[src/rtl/pong_pkg.sv]
// Shared encodings and small arithmetic helpers for the pong game core.
package pong_pkg;

  typedef enum logic [1:0] {
    ST_SERVE = 2'd0,
    ST_PLAY  = 2'd1,
    ST_POINT = 2'd2,
    ST_OVER  = 2'd3
  } state_e;

  typedef enum logic [1:0] {
    SND_NONE = 2'd0,
    SND_WALL = 2'd1,
    SND_BAT  = 2'd2,
    SND_MISS = 2'd3
  } snd_e;

  function automatic int clamp(input int v, input int lo, input int hi);
    if (v < lo) return lo;
    if (v > hi) return hi;
    return v;
  endfunction

  // True when rows [a0, a0+alen-1] and [b0, b0+blen-1] share at least one row.
  function automatic logic rows_overlap(input int a0, input int alen,
                                        input int b0, input int blen);
    return (a0 <= b0 + blen - 1) && (b0 <= a0 + alen - 1);
  endfunction

endpackage

[src/rtl/pong_bat_ctrl.sv]
// One bat: human displacement or ball-tracking autoplayer, clamped to the field,
// plus a flag remembering whether the bat moved down on its last update.
module pong_bat_ctrl
  import pong_pkg::*;
#(
  parameter int YW        = 9,
  parameter int Y0        = 50,
  parameter int Y1        = 277,
  parameter int BAT_H     = 16,
  parameter int BALL_H    = 4,
  parameter int AUTO_FAST = 4,
  parameter int AUTO_SLOW = 1,
  parameter int INIT_Y    = 156
) (
  input  logic          clk_i,
  input  logic          rst_i,
  input  logic          upd_i,
  input  logic          human_i,
  input  logic          approach_i,
  input  logic [YW-1:0] move_i,
  input  logic [YW-1:0] ball_y_i,
  output logic [YW-1:0] y_o,
  output logic          dir_o
);

  localparam int YMAX = Y1 - BAT_H + 1;
  localparam int TOFF = BALL_H / 2 - BAT_H / 2;

  logic [YW-1:0]        y_q, y_d;
  logic                 dir_q;
  logic signed [YW+1:0] cur_s, mv_s, tgt_s, gap_s, step_s, raw_s;

  assign cur_s  = $signed({2'b00, y_q});
  assign mv_s   = $signed({{2{move_i[YW-1]}}, move_i});
  assign tgt_s  = $signed({2'b00, ball_y_i}) + (YW+2)'(TOFF);
  assign gap_s  = tgt_s - cur_s;
  assign step_s = approach_i ? (YW+2)'(AUTO_FAST) : (YW+2)'(AUTO_SLOW);

  // NOTE: every path assigns raw_s and y_d, so no latch is inferred.
  always_comb begin
    if (human_i)                raw_s = cur_s - mv_s;
    else if (gap_s >= step_s)   raw_s = cur_s + step_s;
    else if (gap_s <= -step_s)  raw_s = cur_s - step_s;
    else                        raw_s = tgt_s;
    y_d = YW'(clamp(int'(raw_s), Y0, YMAX));
  end

  // NOTE: sequential state uses non-blocking assignments only.
  always_ff @(posedge clk_i or posedge rst_i) begin
    if (rst_i) begin
      y_q   <= YW'(INIT_Y);
      dir_q <= 1'b0;
    end else if (upd_i) begin
      y_q   <= y_d;
      dir_q <= (y_d > y_q);
    end
  end

  assign y_o   = y_q;
  assign dir_o = dir_q;

endmodule

[src/rtl/pong_engine.sv]
// Frame-rate pong core: ball physics, serve/play/point/over sequencing, scoring
// and sound events, all resolved from coordinates once per unpaused frame.
module pong_engine
  import pong_pkg::*;
#(
  parameter int YW           = 9,
  parameter int XW           = 7,
  parameter int FIELD_X0     = 22,
  parameter int FIELD_X1     = 105,
  parameter int FIELD_Y0     = 50,
  parameter int FIELD_Y1     = 277,
  parameter int LBAT_X       = 26,
  parameter int RBAT_X       = 102,
  parameter int BAT_H        = 16,
  parameter int BALL_H       = 4,
  parameter int WIN_SCORE    = 15,
  parameter int SERVE_FRAMES = 50,
  parameter int SND_FRAMES   = 8,
  parameter int AUTO_FAST    = 4,
  parameter int AUTO_SLOW    = 1
) (
  input  logic                             glb_clk,
  input  logic                             reset,
  input  logic                             frame_tick,
  input  logic                             pause,
  input  logic                             restart,
  input  logic                             lbat_human,
  input  logic                             rbat_human,
  input  logic [YW-1:0]                    lbat_move,
  input  logic [YW-1:0]                    rbat_move,
  output logic [XW-1:0]                    ball_x,
  output logic [YW-1:0]                    ball_y,
  output logic [YW-1:0]                    lbat_y,
  output logic [YW-1:0]                    rbat_y,
  output logic [$clog2(WIN_SCORE+1)-1:0]   l_score,
  output logic [$clog2(WIN_SCORE+1)-1:0]   r_score,
  output logic [1:0]                       state,
  output logic                             winner,
  output logic [1:0]                       snd_evt,
  output logic                             snd_active
);

  localparam int SW        = $clog2(WIN_SCORE + 1);
  localparam int CW        = $clog2(SERVE_FRAMES + 1);
  localparam int NW        = $clog2(SND_FRAMES + 1);
  localparam int CX        = (FIELD_X0 + FIELD_X1) / 2;
  localparam int CY        = (FIELD_Y0 + FIELD_Y1 - BALL_H + 1) / 2;
  localparam int BAT_Y0    = (FIELD_Y0 + FIELD_Y1 - BAT_H + 1) / 2;
  localparam int BALL_YMAX = FIELD_Y1 - BALL_H + 1;

  logic          upd, auto_both, game_won;
  logic [XW-1:0] ball_x_q;
  logic [YW-1:0] ball_y_q, ball_y_d;
  logic          xdir_q, ydir_q, ydir_d, yspd_q;
  logic [SW-1:0] l_score_q, r_score_q;
  state_e        state_q;
  logic [CW-1:0] cnt_q;
  logic          winner_q;
  snd_e          snd_evt_q, evt;
  logic [NW-1:0] snd_cnt_q;
  logic          snd_active_q;
  logic [YW-1:0] lbat_y_w, rbat_y_w;
  logic          ldir_w, rdir_w;
  logic          wall, lhit, rhit, lmiss, rmiss, hit_bat_dir;
  int            ny;

  assign upd       = frame_tick & ~pause;
  assign auto_both = ~lbat_human & ~rbat_human;
  assign game_won  = (l_score_q == SW'(WIN_SCORE)) || (r_score_q == SW'(WIN_SCORE));

  pong_bat_ctrl #(
    .YW(YW), .Y0(FIELD_Y0), .Y1(FIELD_Y1), .BAT_H(BAT_H), .BALL_H(BALL_H),
    .AUTO_FAST(AUTO_FAST), .AUTO_SLOW(AUTO_SLOW), .INIT_Y(BAT_Y0)
  ) u_lbat (
    .clk_i(glb_clk), .rst_i(reset), .upd_i(upd), .human_i(lbat_human),
    .approach_i(~xdir_q), .move_i(lbat_move), .ball_y_i(ball_y_q),
    .y_o(lbat_y_w), .dir_o(ldir_w)
  );

  pong_bat_ctrl #(
    .YW(YW), .Y0(FIELD_Y0), .Y1(FIELD_Y1), .BAT_H(BAT_H), .BALL_H(BALL_H),
    .AUTO_FAST(AUTO_FAST), .AUTO_SLOW(AUTO_SLOW), .INIT_Y(BAT_Y0)
  ) u_rbat (
    .clk_i(glb_clk), .rst_i(reset), .upd_i(upd), .human_i(rbat_human),
    .approach_i(xdir_q), .move_i(rbat_move), .ball_y_i(ball_y_q),
    .y_o(rbat_y_w), .dir_o(rdir_w)
  );

  // Vertical step with wall bounce; a landing exactly on the wall row also bounces.
  always_comb begin
    ny       = ydir_q ? int'(ball_y_q) + 1 + int'(yspd_q)
                      : int'(ball_y_q) - 1 - int'(yspd_q);
    ball_y_d = YW'(ny);
    ydir_d   = ydir_q;
    wall     = 1'b0;
    if (!ydir_q && ny <= FIELD_Y0) begin
      ball_y_d = YW'(FIELD_Y0);
      ydir_d   = 1'b1;
      wall     = 1'b1;
    end else if (ydir_q && ny + BALL_H - 1 >= FIELD_Y1) begin
      ball_y_d = YW'(BALL_YMAX);
      ydir_d   = 1'b0;
      wall     = 1'b1;
    end
  end

  assign lhit = !xdir_q && (ball_x_q == XW'(LBAT_X + 1)) &&
                rows_overlap(int'(ball_y_q), BALL_H, int'(lbat_y_w), BAT_H);
  assign rhit = xdir_q && (ball_x_q == XW'(RBAT_X - 1)) &&
                rows_overlap(int'(ball_y_q), BALL_H, int'(rbat_y_w), BAT_H);
  assign lmiss       = !xdir_q && (ball_x_q == XW'(FIELD_X0));
  assign rmiss       = xdir_q && (ball_x_q == XW'(FIELD_X1));
  assign hit_bat_dir = lhit ? ldir_w : rdir_w;

  always_comb begin
    evt = SND_NONE;
    if (state_q == ST_PLAY) begin
      if (lmiss || rmiss)     evt = SND_MISS;
      else if (lhit || rhit)  evt = SND_BAT;
      else if (wall)          evt = SND_WALL;
    end
  end

  always_ff @(posedge glb_clk or posedge reset) begin
    if (reset) begin
      ball_x_q     <= XW'(CX);
      ball_y_q     <= YW'(CY);
      xdir_q       <= 1'b0;
      ydir_q       <= 1'b0;
      yspd_q       <= 1'b1;
      l_score_q    <= '0;
      r_score_q    <= '0;
      state_q      <= ST_SERVE;
      cnt_q        <= CW'(SERVE_FRAMES);
      winner_q     <= 1'b0;
      snd_evt_q    <= SND_NONE;
      snd_cnt_q    <= '0;
      snd_active_q <= 1'b0;
    end else if (upd) begin
      if (evt != SND_NONE) begin
        snd_evt_q    <= evt;
        snd_cnt_q    <= NW'(SND_FRAMES);
        snd_active_q <= 1'b1;
      end else if (snd_cnt_q != '0) begin
        snd_cnt_q    <= snd_cnt_q - 1'b1;
        snd_active_q <= (snd_cnt_q != NW'(1));
      end

      case (state_q)
        ST_SERVE: begin
          if (cnt_q <= CW'(1)) begin
            state_q <= ST_PLAY;
            cnt_q   <= '0;
          end else begin
            cnt_q <= cnt_q - 1'b1;
          end
        end
        ST_PLAY: begin
          ball_y_q <= ball_y_d;
          ydir_q   <= ydir_d;
          if (lhit || rhit) begin
            xdir_q <= ~xdir_q;
            yspd_q <= ydir_d ^ hit_bat_dir;
          end else if (lmiss) begin
            r_score_q <= r_score_q + 1'b1;
            state_q   <= ST_POINT;
          end else if (rmiss) begin
            l_score_q <= l_score_q + 1'b1;
            state_q   <= ST_POINT;
          end else begin
            ball_x_q <= xdir_q ? ball_x_q + 1'b1 : ball_x_q - 1'b1;
          end
        end
        ST_POINT: begin
          // xdir is left untouched, so the next serve heads toward whoever conceded.
          cnt_q <= CW'(SERVE_FRAMES);
          if (game_won) begin
            state_q  <= ST_OVER;
            winner_q <= (r_score_q == SW'(WIN_SCORE));
          end else begin
            state_q  <= ST_SERVE;
            ball_x_q <= XW'(CX);
            ball_y_q <= YW'(CY);
          end
        end
        ST_OVER: begin
          if (restart || (auto_both && cnt_q <= CW'(1))) begin
            l_score_q <= '0;
            r_score_q <= '0;
            state_q   <= ST_SERVE;
            ball_x_q  <= XW'(CX);
            ball_y_q  <= YW'(CY);
            cnt_q     <= CW'(SERVE_FRAMES);
          end else if (auto_both) begin
            cnt_q <= cnt_q - 1'b1;
          end
        end
      endcase
    end
  end

  assign ball_x     = ball_x_q;
  assign ball_y     = ball_y_q;
  assign lbat_y     = lbat_y_w;
  assign rbat_y     = rbat_y_w;
  assign l_score    = l_score_q;
  assign r_score    = r_score_q;
  assign state      = state_q;
  assign winner     = winner_q;
  assign snd_evt    = snd_evt_q;
  assign snd_active = snd_active_q;

endmodule

[config.mk]
export PLATFORM = sky130hd
export DESIGN_NAME = pong_engine
export DESIGN_NICKNAME = d
export VERILOG_FILES = /design/src/rtl/pong_pkg.sv /design/src/rtl/pong_bat_ctrl.sv /design/src/rtl/pong_engine.sv
export SDC_FILE = /design/constraint.sdc
export NUM_CORES = 1
export LEC_CHECK = 0
export ABC_AREA = 1
export ABC_CLOCK_PERIOD_IN_PS = 6300
export BUFFER_PORTS_ARGS = -buffer_cell sky130_fd_sc_hd__buf_2
export CAP_MARGIN = 10
export CORE_MARGIN = 4
export CORE_UTILIZATION = 51
export DETAILED_ROUTE_END_ITERATION = 12
export GPL_TIMING_DRIVEN = 0
export PLACE_DENSITY = 0.76
export SYNTH_ARGS = -nofsm -noshare
export SYNTH_HDL_FRONTEND = slang
export SYNTH_SLANG_ARGS = --single-unit
[constraint.sdc]
create_clock -name glb_clk -period 6.3 [get_ports glb_clk]
set_input_delay 0.945 -clock glb_clk [delete_from_list [all_inputs] [get_ports glb_clk]]
set_output_delay 0.945 -clock glb_clk [all_outputs]
set_load 0.02 [all_outputs]
==> results of run 1 <==
-- flip-flops by register name, indices dropped and copies added, names as in the netlist --
name          flops
ball_x            7
u_rbat.y_o        9
snd_cnt_q         4
l_score           4
snd_active        1
winner            1
ydir_q            1
xdir_q            1
yspd_q            1
cnt_q             6
u_rbat.dir_o      1
snd_evt           2
u_lbat.dir_o      1
state             2
u_lbat.y_o        9
ball_y            9
r_score           4
-- final cells by class --
cell class	instances	area, um^2
Buffer	31	178.9
Inverter	245	943.4
Multi-Input combinational cell	1262	7589
Clock buffer	12	236.5
Fill cell	1920	8145
Timing Repair Buffer	89	508.0
Tap cell	265	331.6
Sequential cell	63	1610
Clock inverter	4	47.55
-- per-stage QoR --
step	hold WS, ps	std cells
after floorplan	453.4	1601
after global routing	496.5	1971
final	477.3	1971
after detailed placement	463.6	1939
after CTS	484.0	1955
after global placement	461.3	1938
-- cells in the mapped netlist (3+ instances only) --
| library cell | n |
|---|---|
| nand2_1 | 401 |
| inv_1 | 233 |
| nand3_1 | 157 |
| ha_1 | 137 |
| nor2_1 | 137 |
| o21ai_0 | 85 |
| a21oi_1 | 79 |
| xor2_1 | 66 |
| dfrtp_1 | 42 |
| nand4_1 | 38 |
| nor3_1 | 23 |
| dfstp_2 | 21 |
| clkbuf_1 | 14 |
| nand2_2 | 14 |
| nand3_2 | 14 |
| nand3b_1 | 9 |
| xnor2_1 | 9 |
| a211oi_1 | 7 |
| buf_2 | 6 |
| buf_4 | 6 |
| clkinv_1 | 6 |
| fa_1 | 5 |
| inv_2 | 5 |
| nor2_2 | 5 |
| o21a_1 | 5 |
| o221ai_1 | 5 |
| or2_2 | 5 |
| a21oi_2 | 4 |
| buf_6 | 4 |
| nand2_4 | 4 |
| nor4_1 | 4 |
| o21ai_1 | 4 |
| o21bai_1 | 4 |
| o22ai_1 | 4 |
| a21boi_1 | 3 |
| a21o_1 | 3 |
| a31oi_1 | 3 |
| o211ai_1 | 3 |
| o32ai_1 | 3 |
-- final timing paths --
kind                                        startpoint  depth (start not counted)  slack, ps                       end
worst max-delay path             ball_y[1]$_DFFE_PP1P_                         36        390  u_lbat.dir_o$_DFFE_PP0P_
worst min-delay path            snd_active$_DFFE_PP0P_                          2        480    snd_active$_DFFE_PP0P_
worst max register to register   ball_y[1]$_DFFE_PP1P_                         36        390  u_lbat.dir_o$_DFFE_PP0P_
worst min register to register  snd_active$_DFFE_PP0P_                          2        480    snd_active$_DFFE_PP0P_
max in group asynchronous                        reset                          3       4790     ball_y[7]$_DFFE_PP1P_
min in group asynchronous                        reset                          2        820    l_score[3]$_DFFE_PP0P_
-- worst min-delay path, delay by kind of cell, from the launching register on --
family | cells | cell delay (ps)
AND/OR/NAND/NOR | 2 | 100
flip-flops | 1 | 340
-- what timing repair did --
item | 4_1_cts | 5_1_grt
endpoints found under the setup margin | 1 | 2
pin swaps | 0 | 5
cloned | 0 | 0
buffers inserted | 0 | 16
hold endpoints to repair | 0 | 0
gates resized for setup | 2 | 23
-- metal layers --
layer  vias up  track usage (%)  wire length (um)
met5         -                0                 0
met4         0            9.840              1010
met3        81            4.710              2780
met2       441            45.90             14370
met1      4969            36.85             13420
li1       5469                -                 -
-- cell families after synthesis --
family | synth area share, %
compound gates | 12.23
xor+xnor | 6.985
fa+ha+maj | 17.80
buf+inv | 10.88
flops | 15.73
simple gates | 36.39
==> flow_summary.json, run 1 <==
{
  "async_flop_share_pct": 100.0,
  "wl_per_cell_um": 16.02,
  "dpl_worst_slack_ps": -244.6,
  "arrival_ps": 6110,
  "worstMarginPinSlew_ps": 921.6,
  "synthCells": 1601,
  "synth.area.top_cells": "ha_1 17%, nand2_1 15%, dfrtp_1 10%",
  "yosys_warnings": 0,
  "synth.largest_area_cell": "ha_1",
  "place.gp.congestion": 0.9703,
  "area_growth_pct": 12.29,
  "initial_core_util_pct": 52.03,
  "fin_nets": 1868,
  "grt_max_degree": 41,
  "first_iter_violations": 964,
  "dr_total_vias": 10960,
  "dpl-instance-area_mm2": 0.01091,
  "yosysTopAreaCellShare_pct": 16.82,
  "grtUsageTotal_pct": 27.85,
  "diodes": 0,
  "drc": 0,
  "antenna_found_initial": 0,
  "final_util_pct": 58.42,
  "grt_pass1_vias": 10144,
  "htreeDepth": 3,
  "path_buf_inv": 5,
  "fin_crit_ps": 5913,
  "hold_path.class": "register to register",
  "synth_seq_cells": 63,
  "die_w_um": 149.4,
  "viasPerCell": 5.561,
  "slowest_delay_ps": 680,
  "cpMostUsedCell": "nand2_1",
  "overflow": 0,
  "ys_types": 57,
  "core_mm2": 0.01959,
  "clk_pin_slew_ps": 60,
  "dieArea_mm2": 0.02231,
  "worst_path_max_delay_cell": "dfstp_4",
  "cts_made_buffers": 9,
  "first_pass_iters": 6,
  "fin_area_mm2": 0.01144,
  "max_cap_violations": 0,
  "clkLatencyLatePin_ps": 340,
  "rsz0062_at_grt": "true",
  "critical_path_class": "register to register",
  "clock.fmax_mhz": 169.1,
  "ys.flop_type": "dfrtp_1",
  "grt_pass1_wl_um": 50230,
  "clock_path_buffers": 2,
  "syn_nets": 1768,
  "setup_viol": 0,
  "cts_tree": "built",
  "ant_nets": 0,
  "fin_tns_setup_ps": 0,
  "layout_common_cells": "401 x nand2_1, 230 x inv_1, 157 x nand3_1, 135 x nor2_1, 135 x ha_1",
  "num_rows": 51,
  "yosysSeqAreaShare_pct": 15.73,
  "fp.dieH_um": 149.4,
  "worstSetupStartpointType": "register",
  "dp_hpwl_um": 24740,
  "hold_viol": 0,
  "synthesis.area_mm2": 0.01019,
  "endpoint_kind": "register",
  "slew_violations": 0,
  "synth_edf_count": 0,
  "clock-sinks": 63,
  "status": "finished clean",
  "final_common_cell": "nand2_1",
  "postCtsHoldBufs": 0,
  "required_ps": 6490,
  "cts_root_buf": "clkbuf_16",
  "syn_avg_cell_area_um2": 6.366,
  "io_buffers": 72,
  "pin_count": 73,
  "critPathMaxFanout": 10,
  "path_delay_family": "simple AND/OR/NAND/NOR gates",
  "fin_skew_ps": 13.11,
  "period_share_pct": 93.86,
  "drive_above_1_share_pct": 12.95,
  "maxSlewHeadroom_pct": 38.47,
  "fin_ws_ps": 387.1,
  "drt_wl_total_um": 31580
}
Power of run 1 is not shown: default switching activity piles up to over one toggle a cycle in this logic, so the estimate is an artifact.
==> run 2, diff against run 1 <==
Settings changed: CORE_UTILIZATION 51 to 31, PLACE_DENSITY 0.76 to 0.54.
==> run 2 against run 1 <==
Sequential cell count is the same. Cell count up 9.0%. Sequential share of layout area is 0.34 points lower. Worst setup slack better by 41 ps. First-iteration DRC count is 26% lower. Die area up 61%. Maximum frequency is 0.70% higher. Register-to-register slack better by 40 ps.
==> flow_summary.json, run 2 (synthesized netlist as in run 1, its figures left out) <==
{
  "status": "finished clean",
  "layout_common_cells": "401 x nand2_1, 230 x inv_1, 157 x nand3_1, 135 x nor2_1, 133 x ha_1",
  "pin_count": 73,
  "drc": 0,
  "hold_path.class": "register to register",
  "grt_pass1_wl_um": 54120,
  "path_depth": 34,
  "dpl_worst_slack_ps": -219.1,
  "slew_violations": 0,
  "setup_viol": 0,
  "diodes": 0,
  "fin_area_mm2": 0.01171,
  "num_rows": 66,
  "fin_tns_setup_ps": 0,
  "ant_nets": 0,
  "drive_above_1_share_pct": 13.12,
  "cpMostUsedCell": "nand3_1",
  "min_path_cells": 2,
  "htreeDepth": 3,
  "core_mm2": 0.03245,
  "arrival_ps": 6070,
  "fp.dieH_um": 189.3,
  "hold_viol": 0,
  "fin_crit_ps": 5872,
  "cts_made_buffers": 9,
  "path_delay_family": "simple AND/OR/NAND/NOR gates",
  "die_w_um": 189.3,
  "io_buffers": 72,
  "nFillCells": 3534,
  "cts_root_buf": "clkbuf_16",
  "cts_tree": "built",
  "postCtsHoldBufs": 0,
  "grt_pass1_vias": 10188,
  "required_ps": 6490,
  "initial_core_util_pct": 31.41,
  "clock-sinks": 63,
  "final_common_cell": "nand2_1",
  "worstMarginPinSlew_ps": 994.0,
  "wl_per_cell_um": 15.89,
  "worst_path_max_delay_cell": "dfstp_4",
  "rsz0062_at_grt": "true",
  "antenna_found_initial": 0,
  "maxSlewHeadroom_pct": 33.73,
  "clk_pin_slew_ps": 60,
  "dieArea_mm2": 0.03584,
  "critical_path_class": "register to register",
  "overflow": 0,
  "clkLatencyLatePin_ps": 340,
  "dpl-instance-area_mm2": 0.01111,
  "fin_skew_ps": 10.37,
  "max_cap_violations": 0,
  "dp_hpwl_um": 26980,
  "path_buf_inv": 5,
  "drt_wl_total_um": 34160,
  "dr_total_vias": 10823,
  "critPathMaxFanout": 10,
  "fin_nets": 1869,
  "slowest_delay_ps": 720,
  "first_pass_iters": 5,
  "place.gp.congestion": 0.9002,
  "clock.fmax_mhz": 170.3,
  "grt_max_degree": 64,
  "grtUsageTotal_pct": 18.62,
  "viasPerCell": 5.036,
  "worstSetupStartpointType": "register",
  "fin_ws_ps": 428.3,
  "final_util_pct": 36.09,
  "ff2ff_path_depth": 34,
  "area_growth_pct": 14.90,
  "period_share_pct": 93.20,
  "first_iter_violations": 709,
  "clock_path_buffers": 2,
  "endpoint_kind": "register"
}
[run 2: changes by cell type in the layout (fill, tap and decap cells not counted), moves of 2 or more]
| cell | change |
|---|---|
| dfrtp_1 | +2 |
| ha_1 | -2 |
| clkbuf_1 | -3 |
| dfrtp_2 | -2 |
| clkbuf_4 | -2 |
| clkinv_4 | +2 |
| buf_4 | +2 |
[run 2: routing by layer]
| layer | global-route usage [%] | vias up | part of all wire, % |
|---|---|---|---|
| met5 | 0 | - | 0 |
| met4 | 3.450 | 0 | 1.5 |
| met3 | 3.153 | 37 | 6.4 |
| met2 | 31.36 | 290 | 46 |
| met1 | 25.40 | 5037 | 46 |
| li1 | - | 5459 | - |
[run 2: final cells by class]
| class | instances | area, um^2 | area share (%) |
|---|---|---|---|
| multi-input cells | 1262 | 7599 | 64.88 |
| repair buffers | 90 | 508.0 | 4.338 |
| clock inverters | 7 | 96.34 | 0.8227 |
| inverters | 245 | 945.9 | 8.077 |
| plain buffers | 31 | 176.4 | 1.506 |
| flip-flops and latches | 63 | 1608 | 13.73 |
| clock buffers | 9 | 225.2 | 1.923 |
| well taps | 442 | 553.0 | 4.722 |
[run 2: final timing paths]
path | startpoint | end | slack [ps]
setup reg to reg | ball_y[1]$_DFFE_PP1P_ | u_rbat.dir_o$_DFFE_PP0P_ | 430
hold reg to reg | snd_active$_DFFE_PP0P_ | snd_active$_DFFE_PP0P_ | 470
max in group asynchronous | reset | ball_y[2]$_DFFE_PP0P_ | 4970
setup / recovery | ball_y[1]$_DFFE_PP1P_ | u_rbat.dir_o$_DFFE_PP0P_ | 430
min in group asynchronous | reset | snd_cnt_q[1]$_DFFE_PP0P_ | 770
hold / removal | snd_active$_DFFE_PP0P_ | snd_active$_DFFE_PP0P_ | 470
[run 2: worst reg2reg max path, delay by kind of cell, from the launching register on]
| kind | cells | cell delay, ps |
|---|---|---|
| buf+inv | 5 | 880 |
| compound gates | 8 | 1230 |
| fa+ha+maj | 3 | 850 |
| xor+xnor | 1 | 300 |
| simple gates | 17 | 1750 |
| flops | 1 | 720 |
[run 2: per-stage QoR]
step	std cells	hold WS [ps]
5_1_grt	2149	526.1
6_report	2149	472.1
4_1_cts	2131	485.0
3_3_place_gp	2115	457.6
3_5_place_dp	2115	469.0
2_1_floorplan	1601	453.4
[run 2: repair_timing]
| action | 4_1_cts | 5_1_grt |
|---|---|---|
| gates resized for setup | 3 | 21 |
| pin swaps | 0 | 3 |
| buffers inserted | 0 | 18 |
| setup endpoints to repair | 2 | 2 |
Power of run 2 is left out for the same reason.
==> run 3, diff against run 2 <==
Settings changed: ABC_AREA 1 to default, CORE_ASPECT_RATIO from default to 0.9.
==> run 3 against run 2 <==
Global-route usage increased by 0.39 points. Sequential share of layout area decreased by 0.095 points. Non-clock buffer count increased by 44. Synthesized area decreased by 6.7%. Sequential cell count unchanged. Maximum frequency decreased by 6.2%. Critical path type unchanged. Register-to-register slack got worse by 390 ps. Critical path depth decreased by 1. Routed wire length decreased by 2.9%. Count of clock-buffer cells in the layout increased by 1. Highest routed layer unchanged. Core utilization increased by 3.2 points.
==> flow_summary.json, run 3 <==
{
  "status": "finished clean",
  "wl_per_cell_um": 18.95,
  "grt_max_degree": 64,
  "fp.dieH_um": 174.2,
  "setup_viol": 0,
  "grt_pass1_vias": 9131,
  "fin_tns_setup_ps": 0,
  "dr_total_vias": 9717,
  "rsz0062_at_grt": "true",
  "maxSlewHeadroom_pct": 39.65,
  "critPathMaxFanout": 7,
  "clkLatencyLatePin_ps": 340,
  "drc": 0,
  "regArea_mm2": 0.001614,
  "clock_path_buffers": 2,
  "holdWs_ps": 492.7,
  "yosysSeqAreaShare_pct": 16.85,
  "synth-adder-area-share_pct": 19.07,
  "fin_nets": 1509,
  "async_flop_share_pct": 100.0,
  "clock.fmax_mhz": 159.8,
  "drt_wl_total_um": 33170,
  "hold_path.class": "register to register",
  "dp_hpwl_um": 24980,
  "worstMarginPinSlew_ps": 905.3,
  "yosys_warnings": 0,
  "cts_made_buffers": 9,
  "drive_above_1_share_pct": 24.05,
  "antenna_found_initial": 0,
  "area_growth_pct": 24.45,
  "worstSetupStartpointType": "register",
  "critical_path_class": "register to register",
  "max_cap_violations": 0,
  "synth-simple-area-share_pct": 23.78,
  "yosysTopAreaCellShare_pct": 18.02,
  "period_share_pct": 99.31,
  "cts_root_buf": "clkbuf_16",
  "synth_top_family_by_area": "compound AO/OA/AOI/OAI gates",
  "synth_seq_cells": 63,
  "viasPerCell": 5.553,
  "ys.flop_type": "dfrtp_1",
  "synthesis.area_mm2": 0.009513,
  "synth_edf_count": 0,
  "multi_input_area_mm2": 0.008128,
  "dieArea_mm2": 0.03356,
  "place.gp.congestion": 0.9807,
  "diodes": 0,
  "endpoint_kind": "register",
  "num_rows": 60,
  "netlist_top_cells_count": "137 x ha_1, 110 x nand2_1, 94 x nor2_1",
  "wl_met3_um": 1827,
  "postCtsHoldBufs": 0,
  "htreeDepth": 3,
  "synthCells": 1210,
  "clk_pin_slew_ps": 60,
  "required_ps": 6500,
  "ys_types": 93,
  "ant_nets": 0,
  "syn_avg_cell_area_um2": 7.862,
  "first_iter_violations": 750,
  "initial_core_util_pct": 31.60,
  "hold_viol": 0,
  "highest_layer": "met4",
  "nFillCells": 3098,
  "synth.largest_area_cell": "ha_1",
  "io_buffers": 71,
  "synth_compound_area_share_pct": 24.40,
  "route.met2.wl_um": 14840,
  "ff2ff_path_depth": 33,
  "fin_crit_ps": 6257,
  "min_path_cells": 1,
  "pin_count": 73,
  "die_w_um": 192.7,
  "slowest_delay_ps": 530,
  "synth_mux_area_share_pct": 2.552,
  "grtUsageTotal_pct": 19.01,
  "fin_skew_ps": 11.16,
  "grt_pass1_wl_um": 51130,
  "final_common_cell": "ha_1",
  "wl_met1_um": 15750,
  "worst_path_max_delay_cell": "dfstp_4",
  "clock-sinks": 63,
  "arrival_ps": 6450,
  "overflow": 0,
  "post-synth-top-count-cell": "ha_1",
  "syn_nets": 1377,
  "cts_tree": "built",
  "first_pass_iters": 5,
  "synthXorXnorAreaFrac_pct": 8.286,
  "slew_violations": 0,
  "core_mm2": 0.03010,
  "layout_common_cells": "121 x ha_1, 106 x nand2_1, 89 x nor2_1, 73 x buf_2, 72 x inv_1",
  "synth.area.top_cells": "ha_1 18%, dfrtp_1 11%, xnor2_1 6.6%"
}
-- run 3: cell types whose count changed after synthesis, sizes merged, moves of 24 or more --
cell   delta
o21ai    -24
xnor2    +63
inv     -162
nand3   -134
xor2     -50
nand2   -308
nor2     -51
-- run 3: worst paths after layout --
kind	start	to	slack (ps)
max	ball_y[1]$_DFFE_PP1P_	u_rbat.dir_o$_DFFE_PP0P_	40
min	snd_active$_DFFE_PP0P_	snd_active$_DFFE_PP0P_	490
max reg2reg	ball_y[1]$_DFFE_PP1P_	u_rbat.dir_o$_DFFE_PP0P_	40
min reg2reg	snd_active$_DFFE_PP0P_	snd_active$_DFFE_PP0P_	490
max in group asynchronous	reset	ball_y[2]$_DFFE_PP0P_	4940
min in group asynchronous	reset	r_score[0]$_DFFE_PP0P_	780
-- run 3: final cells by class --
class | instances | share of cell area, %
Buffer | 38 | 1.702
Tap cell | 403 | 4.259
Clock buffer | 10 | 2.019
Inverter | 77 | 2.526
Clock inverter | 6 | 0.3910
Sequential cell | 63 | 13.63
Timing Repair Buffer | 127 | 6.817
Multi-Input combinational cell | 1026 | 68.65
-- run 3: stage by stage --
step | instances | utilization [%] | instance area (um^2) | setup WS, ps
floorplan | 1210 | - | 9540 | 26.38
global placement | 1684 | 34.55 | 10400 | -1323
detailed placement | 1684 | 34.56 | 10400 | -1361
CTS | 1733 | 37.53 | 11300 | 0.9690
global route | 1750 | 39.33 | 11840 | -168.9
finish | 1750 | 39.33 | 11840 | 43.17
-- run 3: critical path, delay by kind of cell, from the launching register on --
| kind | cells | cell delay (ps) |
|---|---|---|
| flops | 1 | 530 |
| simple gates | 10 | 1490 |
| buf+inv | 5 | 640 |
| xor+xnor | 1 | 180 |
| compound gates | 14 | 2620 |
| fa+ha+maj | 3 | 680 |
-- run 3: logic make-up (layout without fill, tap and decap cells) --
logic type	count (synthesis)	in the layout
muxes	22	22
DFF	63	63
AOI/OAI and AO/OA	335	335
and+or+nand+nor	437	437
xor gates and xnor gates	90	90
adders and majority gates	142	142
buffers and inverters	121	258
-- run 3: per-layer routing --
layer	track usage (%)	vias to the layer above
met5	0	-
li1	-	4712
met1	27.07	4646
met4	4.367	0
met3	3.373	51
met2	29.91	308
-- run 3: what timing repair did --
item / 4_1_cts / 5_1_grt
buffers inserted: 37 / 19
gates resized for setup: 77 / 80
pin swaps: 25 / 44
endpoints found under the setup margin: 2 / 2
Power of run 3 is left out for the same reason.
